===== config.mk =====
export PLATFORM = sky130hd
export DESIGN_NAME = serial_receiver
export DESIGN_NICKNAME = d
export VERILOG_FILES = /design/src/rtl/serial_receiver.sv
export SDC_FILE = /design/constraint.sdc
export NUM_CORES = 1
export LEC_CHECK = 0
export CAP_MARGIN = 20
export CORE_ASPECT_RATIO = 0.8
export CORE_MARGIN = 5
export CORE_UTILIZATION = 55
export CTS_CLUSTER_SIZE = 40
export DETAILED_ROUTE_END_ITERATION = 8
export GPL_TIMING_DRIVEN = 0
export HOLD_SLACK_MARGIN = 0.03
export PLACE_DENSITY = 0.74
export SYNTH_ARGS = -nofsm -noshare
export SYNTH_HDL_FRONTEND = slang
export SYNTH_SLANG_ARGS = --single-unit
export TNS_END_PERCENT = 1

===== constraint.sdc =====
create_clock -name core_clock -period 6.1 [get_ports core_clock]
set_input_delay 0.915 -clock core_clock [delete_from_list [all_inputs] [get_ports core_clock]]
set_output_delay 0.915 -clock core_clock [all_outputs]
set_load 0.05 [all_outputs]

===== src/rtl/serial_receiver.sv =====
// serial_receiver: 8N1 UART receive path with a small receive FIFO.
//
// Ports
//   core_clock         clock, rising edge
//   reset              synchronous, active-high
//   serial_rx          asynchronous serial line (idle high)
//   rx_data[7:0]       FIFO head byte, 8'h00 when empty (combinational read)
//   rx_data_available  FIFO non-empty
//   rx_ready           consumer pop (effective when rx_data_available)
//   rx_count           FIFO occupancy, $clog2(FIFO_DEPTH)+1 bits
//   overrun            sticky: a good byte was dropped on a full FIFO
//   framing_error      sticky: a stop bit was sampled low
//   clear_errors       one-cycle pulse clearing both sticky flags
//
// Parameters
//   CLOCKS_PER_BIT (>= 8), FIFO_DEPTH (power of 2, >= 2)
//
// Build option
//   SERIAL_RX_MAJORITY_VOTE_EN: each bit decision is the majority of rx_s at
//   target-2, target-1 and target counts instead of a single sample.
module serial_receiver #(
  parameter int CLOCKS_PER_BIT = 52,
  parameter int FIFO_DEPTH     = 8
) (
  input  logic                          core_clock,
  input  logic                          reset,
  input  logic                          serial_rx,
  output logic [7:0]                    rx_data,
  output logic                          rx_data_available,
  input  logic                          rx_ready,
  output logic [$clog2(FIFO_DEPTH):0]   rx_count,
  output logic                          overrun,
  output logic                          framing_error,
  input  logic                          clear_errors
);

  localparam int CW = $clog2(CLOCKS_PER_BIT);
  localparam int AW = $clog2(FIFO_DEPTH);
  localparam logic [CW-1:0] HALF_LAST = CW'(CLOCKS_PER_BIT / 2 - 1);
  localparam logic [CW-1:0] BIT_LAST  = CW'(CLOCKS_PER_BIT - 1);
  localparam logic [AW:0]   FULL_CNT  = (AW+1)'(FIFO_DEPTH);

  typedef enum logic [2:0] {IDLE, START, DATA, STOP, BREAK} state_t;

  state_t        state, state_next;
  logic [1:0]    sync_q;
  logic          rx_s;
  logic [CW-1:0] cnt;
  logic [2:0]    bit_idx;
  logic [7:0]    shift;
  logic          bit_val;
  logic          clr_cnt, sample_data, push, ferr_evt;

  // Two-flop synchronizer, reset to the idle level so reset never fakes a start.
  always_ff @(posedge core_clock) begin
    if (reset) sync_q <= 2'b11;
    else       sync_q <= {sync_q[0], serial_rx};
  end
  assign rx_s = sync_q[1];

`ifdef SERIAL_RX_MAJORITY_VOTE_EN
  // hist[0] holds rx_s from one cycle ago, hist[1] from two; inside a state
  // the counter advances every cycle, so at the target count these are the
  // target-1 and target-2 samples.
  logic [1:0] hist;
  always_ff @(posedge core_clock) begin
    if (reset) hist <= 2'b11;
    else       hist <= {hist[0], rx_s};
  end
  assign bit_val = (hist[0] & hist[1]) | (hist[0] & rx_s) | (hist[1] & rx_s);
`else
  assign bit_val = rx_s;
`endif

  always_ff @(posedge core_clock) begin
    if (reset) state <= IDLE;
    else       state <= state_next;
  end

  always_comb begin
    state_next  = state;
    clr_cnt     = 1'b0;
    sample_data = 1'b0;
    push        = 1'b0;
    ferr_evt    = 1'b0;
    case (state)
      IDLE: begin
        clr_cnt = 1'b1;
        if (!rx_s) state_next = START;
      end
      START: if (cnt == HALF_LAST) begin
        clr_cnt    = 1'b1;
        state_next = bit_val ? IDLE : DATA;  // high at mid-start = glitch
      end
      DATA: if (cnt == BIT_LAST) begin
        clr_cnt     = 1'b1;
        sample_data = 1'b1;
        if (bit_idx == 3'd7) state_next = STOP;
      end
      STOP: if (cnt == BIT_LAST) begin
        clr_cnt = 1'b1;
        if (bit_val) begin
          push       = 1'b1;
          state_next = IDLE;
        end else begin
          ferr_evt   = 1'b1;
          state_next = BREAK;
        end
      end
      BREAK: begin
        clr_cnt = 1'b1;
        if (rx_s) state_next = IDLE;  // one error per low period
      end
      default: state_next = IDLE;
    endcase
  end

  always_ff @(posedge core_clock) begin
    if (reset) begin
      cnt     <= '0;
      bit_idx <= '0;
      shift   <= '0;
    end else begin
      cnt <= clr_cnt ? '0 : cnt + 1'b1;
      if (state == IDLE) bit_idx <= '0;
      else if (sample_data) bit_idx <= bit_idx + 1'b1;
      if (sample_data) shift <= {bit_val, shift[7:1]};  // LSB first
    end
  end

  // Receive FIFO; occupancy disambiguates full from empty with equal pointers.
  logic [7:0]    mem [FIFO_DEPTH];
  logic [AW-1:0] wr_ptr, rd_ptr;
  logic          full, do_pop, do_push, ovf_evt;

  assign full     = (rx_count == FULL_CNT);
  assign do_pop   = rx_data_available && rx_ready;
  assign do_push  = push && (!full || do_pop);
  assign ovf_evt  = push && full && !do_pop;
  assign rx_data_available = (rx_count != '0);
  assign rx_data  = rx_data_available ? mem[rd_ptr] : 8'h00;

  always_ff @(posedge core_clock) begin
    if (do_push) mem[wr_ptr] <= shift;
  end

  always_ff @(posedge core_clock) begin
    if (reset) begin
      wr_ptr        <= '0;
      rd_ptr        <= '0;
      rx_count      <= '0;
      overrun       <= 1'b0;
      framing_error <= 1'b0;
    end else begin
      if (do_push) wr_ptr <= wr_ptr + 1'b1;
      if (do_pop)  rd_ptr <= rd_ptr + 1'b1;
      if (do_push && !do_pop)      rx_count <= rx_count + 1'b1;
      else if (do_pop && !do_push) rx_count <= rx_count - 1'b1;
      // set wins over a coincident clear
      overrun       <= (overrun & ~clear_errors) | ovf_evt;
      framing_error <= (framing_error & ~clear_errors) | ferr_evt;
    end
  end

endmodule


==> impl_metrics.tcl, run 1 <==
set metrics [dict create \
    status "finished, final reports clean" \
    worstHoldStart "sync_q[0]" \
    postCtsHoldBufs 0 \
    r2r_end "rx_count[3]" \
    crit_path_end_kind "output port" \
    p_leak_nw 1.62 \
    synth_area_mm2 0.00409 \
    viasPerCell 5.49 \
    multiInputGateArea_mm2 0.00135 \
    cts_sinks 101 \
    placementRows 28 \
    vias 2233 \
    clk_pin_slew_ps 90 \
    grt_overflow 0 \
    pin_count 20 \
    dieArea_mm2 0.00927 \
    period_share_pct 62.2 \
    hold_end "sync_q[1]" \
    r2r_start "rx_count[0]" \
    design.core.area_mm2 0.00732 \
    maxCapViolations 0 \
    port_buffers 19 \
    avgSynthCellArea_um2 14.6 \
    fill_cells 538 \
    place_congestion 0.767 \
    required_ps 5180 \
    crit_fanout 10 \
    initial_utilization_pct 55.8 \
    tns_ps 0 \
    power_density_mw_per_mm2 382 \
    cts_max_level 3 \
    cts_made_buffers 9 \
    grt_pass1_wl_um 11300 \
    antenna_left 0 \
    synth-seq-cells 101 \
    post_cts_resized 0 \
    hold_violations 0 \
    grt_start_max_net_pins 17 \
    drc 0 \
    syn_nets 295 \
    synthArstFlopShare_pct 0 \
    wire_per_inst_um 16.8 \
    die_x_um 106 \
    antenna-diode-count 0 \
    tightest_slew_ps 792 \
    drv_slew 0 \
    drt_pass1_iterations 4 \
    drtIter0Drc 120 \
    hp-class "reg -> reg" \
    fin_skew_ps 12.5 \
    final_common_cell "edfxtp_1" \
    finalCriticalPeriod_ps 3800 \
    hold_depth 1 \
    yosysWarnings 0 \
    die_h_um 87.1 \
    regArea_mm2 0.00266 \
    routed_wl_um 6850 \
    synth_edf_count 64 \
    cts_setup_buffers 0 \
    hpwlAfterDp_um 4860 \
    tritoncts "built" \
    first_global_vias 2176 \
    synth.yosys.seq_area_share_pct 65.1 \
    pre_cts_ws_ps 2240 \
    vdd_ir_drop_max_v 0.000154 \
    fin_nets 327 \
    grt_usage_pct 16.4 \
    power_mw 1.77 \
    ys_types 35 \
    worst_ep_arrival_time_ps 2880 \
    cts_root_buffer "clkbuf_8" \
    synthCells 280 \
    final_cell_mix "edfxtp_1, nor2_1, dfxtp_1" \
    rrSetupSlack_ps 2970 \
    drive_above_1_share_pct 13.9 \
    relSlewSlack_pct 47.0 \
    synth-main-ff-cell "edfxtp_1" \
    worstSetupStartpointType "flip-flop" \
    crit_type "reg -> out" \
    finalSetupViolCount 0 \
    antenna_found_initial 0 \
    syn2layout_area_growth_pct 13.2 \
    cts_buffer_depth 2 \
    ff2ff_path_depth 11 \
    timing.final.ws_setup_ps 2300 \
    rsz0062_at_grt "no" \
    insertion_delay_ps 360 \
    max_freq_ghz 0.263 \
]
registers in the layout, summed over array words and instances (netlist names), named ones only:
register	flops
overrun	1
bit_idx	3
shift	8
wr_ptr	3
framing_error	1
rx_count	4
rd_ptr	3
mem	64
state	3
cnt	6
sync_q	2
per-layer routing:
layer  up-vias  track usage (%)  wire, µm
li1       1097                -         -
met1      1082             22.3      3160
met2        43             25.5      3280
met3        11             5.04       307
met4         0             5.06       101
met5         -                0         0
cell usage after synthesis, drive strengths merged, types with 7 or more instances:
| cell type | instances | area share [%] |
|---|---|---|
| ha | 9 | 2.8 |
| edfxtp | 64 | 47 |
| mux2i | 20 | 4.9 |
| mux4 | 16 | 8.8 |
| nand2 | 9 | 0.83 |
| dfxtp | 37 | 18 |
| a21oi | 7 | 0.86 |
| nor3 | 7 | 0.86 |
| nor2 | 48 | 4.5 |
worst max-delay path by stage:
stage,to,from,depth (start not counted)
after detailed placement,rx_count[3],rx_ready,10
after floorplan,rx_count[3],rx_count[0],11
after global routing,rx_data[4],flip-flop,6
final,rx_data[4],flip-flop,6
after CTS,rx_data[4],flip-flop,6
after global placement,mem[4][0],rx_ready,5
metrics by stage:
stage / util (%) / hold slack [ps] / cell area [µm²] / std cells
after floorplan: - / 389 / 4090 / 280
after global placement: 60.0 / 394 / 4390 / 389
after detailed placement: 60.2 / 401 / 4410 / 391
after CTS: 63.2 / 427 / 4630 / 407
after global routing: 63.2 / 438 / 4630 / 407
final: 63.2 / 421 / 4630 / 407
power breakdown:
part,switching (mW),internal [mW]
clock network,0.207,0.238
registers,0.0220,0.737
logic,0.354,0.211
worst max-delay path, cell delays in order, from the launching register on:
cell             delay [ps]
dfxtp_1                 310
buf_1                   350
clkbuf_1                500
mux4_2                  440
mux2i_1                 140
nor2_1                   60
clkdlybuf4s50_1         710
layout make-up:
cell class / count / share of cell area, %
flip-flops and latches: 101 / 57.5
multi-input cells: 162 / 29.2
repair buffers: 21 / 4.43
clock buffers: 14 / 3.97
well taps: 90 / 2.43
plain buffers: 11 / 1.11
clock inverters: 2 / 0.838
inverters: 6 / 0.487
logic make-up after synthesis:
kind of cell | synth area share (%)
flip-flops | 65.1
AND/OR/NAND/NOR | 10.3
buffers and inverters | 1.81
AO/OA/AOI/OAI | 3.37
XOR/XNOR | 2.14
multiplexers | 14.0
adder cells (fa/ha/maj) | 3.24
(Power assumes the default switching activity.)
==> inputs of run 2 (changes only) <==
- clock period: 6.1 -> 3.8 ns (I/O delays scaled with it)
==> results of run 2 <==
Same layout as run 1 (identical final DEF). Status: finished, final reports clean.
Main changes from that run: setup slack after placement 2240 ps -> 281 ps; setup slack after layout 2300 ps -> 349 ps; register-to-register setup slack 2970 ps -> 670 ps; total power 1.77 mW -> 2.84 mW; worst IR drop on VDD 0.000154 V -> 0.000248 V
==> inputs of run 3 (changes only) <==
- HOLD_SLACK_MARGIN: 0.03 -> not set
==> results of run 3 <==
Same layout as run 1 (identical final DEF). Status: finished, final reports clean.
Main changes from that run: setup slack after placement 2240 ps -> 281 ps; setup slack after layout 2300 ps -> 349 ps; register-to-register setup slack 2970 ps -> 670 ps; total power 1.77 mW -> 2.84 mW; worst IR drop on VDD 0.000154 V -> 0.000248 V
